$ cat src/rtl/rsa_msg_sequencer.sv
`default_nettype none
// ============================================================================
//  Module      : rsa_msg_sequencer
//  Description : Queues plaintext messages, issues them one at a time to an
//                external RSA encryptor with the latched public key, and
//                returns tagged ciphertexts through a valid/ready port.
//  Revision    : 1.0 - initial release
// ============================================================================
module rsa_msg_sequencer #(
   parameter int WIDTH       = 8,
   parameter int DEPTH       = 4,
   parameter int TIMEOUT_CYC = 20000
) (
   input  logic                 clk,
   input  logic                 rst,
   input  logic                 key_load,
   input  logic [WIDTH-1:0]     key_e,
   input  logic [2*WIDTH-1:0]   key_n,
   input  logic                 in_valid,
   output logic                 in_ready,
   input  logic [2*WIDTH-1:0]   in_m,
   output logic                 enc_start,
   output logic [2*WIDTH-1:0]   enc_m,
   output logic [WIDTH-1:0]     enc_e,
   output logic [2*WIDTH-1:0]   enc_n,
   input  logic [2*WIDTH-1:0]   enc_c,
   input  logic                 enc_finish,
   output logic                 out_valid,
   input  logic                 out_ready,
   output logic [2*WIDTH-1:0]   out_c,
   output logic [7:0]           out_tag,
   output logic                 key_err,
   output logic                 msg_err,
   output logic                 tmo_err,
   output logic                 busy
);

   localparam int AW = (DEPTH > 1) ? $clog2(DEPTH) : 1;
   localparam int CW = $clog2(DEPTH + 1);
   localparam int TW = $clog2(TIMEOUT_CYC + 1);
   localparam logic [CW-1:0]      FIFO_FULL = CW'(DEPTH);
   localparam logic [TW-1:0]      TMO_LAST  = TW'(TIMEOUT_CYC - 1);
   localparam logic [2*WIDTH-1:0] N_MIN     = (2*WIDTH)'(2);

   typedef enum logic [1:0] {
      IDLE  = 2'd0,
      ISSUE = 2'd1,
      WAIT  = 2'd2,
      OUT   = 2'd3
   } state_t;

   state_t               state;
   logic [WIDTH-1:0]     key_exp;
   logic [2*WIDTH-1:0]   key_mod;
   logic                 key_valid;
   logic [2*WIDTH-1:0]   mem [DEPTH];
   logic [AW-1:0]        wr_ptr;
   logic [AW-1:0]        rd_ptr;
   logic [CW-1:0]        count;
   logic [7:0]           seq;
   logic [TW-1:0]        tmo_cnt;
   logic                 enc_start_reg;
   logic                 out_valid_reg;
   logic                 key_err_reg;
   logic                 msg_err_reg;
   logic                 tmo_err_reg;

   logic                 full;
   logic                 empty;
   logic                 msg_ok;
   logic                 push;
   logic                 pop;
   logic                 key_ok;

   // Handshake qualification; a rejected message is consumed but never stored
   always_comb begin
      full   = (count == FIFO_FULL);
      empty  = (count == '0);
      msg_ok = key_valid && (in_m < key_mod);
      push   = in_valid && !full && msg_ok;
      pop    = (state == IDLE) && key_valid && !empty && !key_load;
      key_ok = (state == IDLE) && (key_e != '0) && (key_n >= N_MIN);
   end

   // Pulse/status outputs are forced quiet while reset is held
   assign in_ready  = rst | ~full;
   assign enc_start = enc_start_reg & ~rst;
   assign out_valid = out_valid_reg & ~rst;
   assign key_err   = key_err_reg & ~rst;
   assign msg_err   = msg_err_reg & ~rst;
   assign tmo_err   = tmo_err_reg & ~rst;
   assign busy      = (state != IDLE) & ~rst;

   // FIFO storage; contents are don't-care while the entry is not counted
   always_ff @(posedge clk) begin
      if (push) begin
         mem[wr_ptr] <= in_m;
      end
   end

   // FIFO pointers and occupancy; simultaneous push and pop cancel in count
   always_ff @(posedge clk) begin
      if (rst) begin
         wr_ptr <= '0;
         rd_ptr <= '0;
         count  <= '0;
      end else begin
         if (push) wr_ptr <= wr_ptr + AW'(1);
         if (pop)  rd_ptr <= rd_ptr + AW'(1);
         if (push && !pop)      count <= count + CW'(1);
         else if (pop && !push) count <= count - CW'(1);
      end
   end

   // Key latch and key/message error pulses
   always_ff @(posedge clk) begin
      if (rst) begin
         key_exp     <= '0;
         key_mod     <= '0;
         key_valid   <= 1'b0;
         key_err_reg <= 1'b0;
         msg_err_reg <= 1'b0;
      end else begin
         key_err_reg <= 1'b0;
         msg_err_reg <= in_valid && !full && !msg_ok;
         if (key_load) begin
            if (key_ok) begin
               key_exp   <= key_e;
               key_mod   <= key_n;
               key_valid <= 1'b1;
            end else begin
               key_err_reg <= 1'b1;
            end
         end
      end
   end

   // Transaction FSM: issue, wait for result or timeout, present ciphertext
   always_ff @(posedge clk) begin
      if (rst) begin
         state         <= IDLE;
         enc_m         <= '0;
         enc_e         <= '0;
         enc_n         <= '0;
         out_c         <= '0;
         out_tag       <= '0;
         seq           <= '0;
         tmo_cnt       <= '0;
         enc_start_reg <= 1'b0;
         out_valid_reg <= 1'b0;
         tmo_err_reg   <= 1'b0;
      end else begin
         enc_start_reg <= 1'b0;
         tmo_err_reg   <= 1'b0;
         case (state)
            IDLE: begin
               if (pop) begin
                  enc_m         <= mem[rd_ptr];
                  enc_e         <= key_exp;
                  enc_n         <= key_mod;
                  enc_start_reg <= 1'b1;
                  state         <= ISSUE;
               end
            end
            ISSUE: begin
               tmo_cnt <= '0;
               state   <= WAIT;
            end
            WAIT: begin
               if (enc_finish) begin
                  out_c         <= enc_c;
                  out_tag       <= seq;
                  out_valid_reg <= 1'b1;
                  seq           <= seq + 8'd1;
                  state         <= OUT;
               end else if (tmo_cnt == TMO_LAST) begin
                  tmo_err_reg <= 1'b1;
                  seq         <= seq + 8'd1;
                  state       <= IDLE;
               end else begin
                  tmo_cnt <= tmo_cnt + TW'(1);
               end
            end
            OUT: begin
               if (out_ready) begin
                  out_valid_reg <= 1'b0;
                  state         <= IDLE;
               end
            end
            default: state <= IDLE;
         endcase
      end
   end

endmodule
`default_nettype wire
$ cat config.mk
export PLATFORM = sky130hd
export DESIGN_NAME = rsa_msg_sequencer
export DESIGN_NICKNAME = d
export VERILOG_FILES = /design/src/rtl/rsa_msg_sequencer.sv
export SDC_FILE = /design/constraint.sdc
export NUM_CORES = 1
export LEC_CHECK = 0
export CAP_MARGIN = 40
export CORE_ASPECT_RATIO = 0.6
export CORE_MARGIN = 5
export CORE_UTILIZATION = 55
export CTS_BUF_LIST = sky130_fd_sc_hd__clkbuf_8
export DETAILED_ROUTE_END_ITERATION = 6
export GPL_ROUTABILITY_DRIVEN = 1
export PLACE_DENSITY = 0.87
export SLEW_MARGIN = 5
export SYNTH_ARGS = -nofsm -noshare
export SYNTH_HDL_FRONTEND = slang
export SYNTH_SLANG_ARGS = --single-unit
$ cat constraint.sdc
create_clock -name clk -period 12.2 [get_ports clk]
set_clock_uncertainty 0.2 [all_clocks]
set_input_delay 3.66 -clock clk [delete_from_list [all_inputs] [get_ports clk]]
set_output_delay 3.66 -clock clk [all_outputs]
set_load 0.1 [all_outputs]
==> impl_metrics.py <==
metrics = {
    "timing": {
        "max_freq_ghz": 0.113,
        "grt_setup_unrepaired": "no",
        "final-hold-violation-count": 0,
        "setup_violations": 0,
        "fin_setup_tns_ns": 0,
        "tightest_slew_ns": 0.920,
        "report.final.slew_viol_count": 0,
        "whs_ns": 0.256,
        "fin_crit_sh_pct": 72.5,
        "relSlewSlack_pct": 37.1,
        "post-route-min-period_ns": 8.84,
        "setup_ws_ns": 3.36,
    },
    "setup_path": {
        "r2r_start": "key_mod[1]$_SDFFE_PP0P_",
        "timing.reg2reg.setup_slack_ns": 8.26,
        "crit_slowest_cell": "clkdlybuf4s50_1",
        "worstReg2RegEnd": "count[2]$_SDFFE_PP0P_",
        "path_max_fanout": 46,
        "worstSetupPathType": "in2out",
        "cp.buffers_inverters": 3,
        "reg2reg_depth": 11,
        "cp-end-kind": "primary output",
        "crit_path_start_kind": "input port",
        "worstPathArrival_ns": 4.98,
        "path_cells": "buf_4 -> or2_2 -> clkdlybuf4s50_1 -> buf_8",
        "critPathTopFamily": "buffers and inverters",
        "critPathRequiredTime_ns": 8.34,
        "slowest_delay_ns": 0.51,
    },
    "layout": {
        "syn_to_final_growth_pct": 39.9,
        "diodes": 0,
        "largest_register_ffs": 64,
        "top_register": "mem",
        "final_cell_area_um2": 10700,
        "nets": 990,
        "drive_gt1_share_pct": 15.4,
        "final_cell_mix": "nand2_1 (142), clkdlybuf4s50_1 (131), dfxtp_1 (126)",
        "fill_cells": 787,
        "final_common_cell": "nand2_1",
    },
    "power": {
        "irDropWorstVdd_v": 0.0000689,
        "p_comb_share_pct": 12.3,
        "power_mw": 1.24,
        "intPower_uw": 899,
        "seq_power_share_pct": 54.8,
        "p_switching_uw": 336,
        "p_leak_nw": 3.79,
        "swShare_pct": 27.2,
        "power_density_nw_per_um2": 115,
        "pwr-share-clk_pct": 32.9,
    },
    "clock_tree": {
        "cts_htree_levels": 4,
        "postCtsHoldBufs": 0,
        "cts_root_buf": "clkbuf_8",
        "post_cts_buffers": 0,
        "cts_buffers": 17,
        "worst_skew_pair.late_latency_ns": 0.46,
        "cts.sinks": 190,
        "cts_max_path_buffers": 2,
        "cts_tree": "done",
        "cts_resized": 0,
        "cts.clk_slew.worst_paths_ns": 0.09,
    },
    "floorplanning": {
        "coreArea_um2": 13600,
        "fp.dieH_um": 101,
        "start_util_pct": 56.2,
        "die_width_um": 162,
        "ioPinCount": 133,
        "rows": 33,
        "dieArea_um2": 16500,
    },
    "synth": {
        "yosysSeqAreaShare_pct": 58.1,
        "synth-async-reset-ratio_pct": 0,
        "synth_area_um2": 7650,
        "synth_edf_count": 64,
        "synth_xor_area_share_pct": 2.52,
        "synth-simple-area-share_pct": 17.0,
        "yosys_register_bits": 190,
        "yosys_warnings": 0,
        "synthCells": 712,
        "ys_types": 52,
        "avgSynthCellArea_um2": 10.7,
        "synthAdderAreaFrac_pct": 3.86,
        "synth_area_leaders": "dfxtp_1 (33%), edfxtp_1 (25%), nand2_1 (7.0%)",
        "synth_top_flop_cell": "dfxtp_1",
        "synth_top_area_cell": "dfxtp_1",
        "synth_top_family_by_area": "simple AND/OR/NAND/NOR gates",
        "synth_nets": 797,
        "synth_compound_area_share_pct": 7.23,
        "synth_top_area_share_pct": 33.0,
        "synth.mux.area_fraction_pct": 7.98,
    },
    "min_path": {
        "hold_path_startpoint": "enc_m[14]$_SDFFE_PP0P_",
        "hold_path.class": "reg2reg",
        "holdPathStages": 2,
        "worstHoldEndpoint": "enc_m[14]$_SDFFE_PP0P_",
    },
    "drt": {
        "avgRoutedWirePerCell_um": 17.9,
        "drc": 0,
        "viasPerCell": 5.49,
        "first_iter_violations": 514,
        "dr_total_vias": 6004,
        "drtAntennaViolNets": 0,
        "firstDrtPassIters": 5,
        "totalWireLength_um": 19600,
    },
    "placed_design": {
        "place_area_um2": 10300,
        "gp_congestion": 0.842,
        "dp_hpwl_um": 14100,
        "port_buffers": 132,
        "place_ws_ns": 3.35,
    },
    "run": {
        "drv_cap": 0,
    },
    "global_routing": {
        "grt_usage_pct": 24.7,
        "grt_max_degree": 78,
        "grt_overflow": 0,
        "antenna_found_initial": 0,
        "grt_pass1_vias": 6089,
        "grt_first_pass_wirelength_um": 31500,
    },
    "outcome": {
        "status": "finished clean",
    },
}
[cells in the mapped netlist (6+ instances only)]
master,n
nand2_1,142
ha_1,22
xnor2_1,17
edfxtp_1,64
mux2i_1,25
inv_1,26
nand3_1,9
nor4_1,6
nor2b_1,6
dfxtp_1,126
buf_2,8
nor3_1,9
a21oi_1,77
mux4_2,16
nand4_1,7
nor2_1,57
clkbuf_1,25
[power by group through the flow]
stage | Combinational, mW | Clock (mW) | Sequential [mW]
global placement | 0.130 | 0 | 0.691
finish | 0.152 | 0.406 | 0.677
floorplan | 0.0632 | 0 | 0.711
CTS | 0.151 | 0.412 | 0.677
global route | 0.162 | 0.441 | 0.679
detailed placement | 0.150 | 0 | 0.692
[how the worst max path moves through the flow]
stage	from	endpoint	slack [ns]	cells after the start
after floorplan	rst	busy	3.02	3
after global placement	rst	in_ready	2.95	3
after detailed placement	rst	in_ready	3.35	4
after CTS	rst	in_ready	3.35	4
after global routing	rst	in_ready	3.31	4
final	rst	in_ready	3.36	4
[layer usage]
metal | wire [µm] | track usage, % | vias to the layer above
met2 | 9150 | 40.0 | 260
met1 | 8440 | 32.3 | 2841
met3 | 1500 | 6.87 | 49
li1 | - | - | 2854
met5 | 0 | 0 | -
met4 | 498 | 8.71 | 0
[worst min-delay path, cell delays in order (launching register included)]
cell and delay [ns]:
dfxtp_1 0.32, nand2_1 0.05, a21oi_1 0.05
[per-stage QoR]
| stage | util, % | std cells |
|---|---|---|
| 2_1_floorplan | - | 712 |
| 3_3_place_gp | 66.6 | 988 |
| 3_5_place_dp | 75.7 | 1060 |
| 4_1_cts | 78.5 | 1092 |
| 5_1_grt | 78.6 | 1093 |
| 6_report | 78.6 | 1093 |
[layout make-up]
| cell class | instances | area, µm² | share of cell area (%) |
|---|---|---|---|
| Clock buffer | 17 | 234 | 2.18 |
| Tap cell | 175 | 219 | 2.04 |
| Clock inverter | 15 | 150 | 1.40 |
| Multi-Input combinational cell | 459 | 2950 | 27.6 |
| Inverter | 27 | 101 | 0.946 |
| Sequential cell | 190 | 4440 | 41.5 |
| Timing Repair Buffer | 210 | 2610 | 24.3 |
[cell families after synthesis]
group,Yosys count
adders and majority gates,23
and+or+nand+nor,276
buffers and inverters,63
muxes,41
DFF,190
AOI/OAI and AO/OA,97
xor gates and xnor gates,22
(Power assumes the default switching activity.)
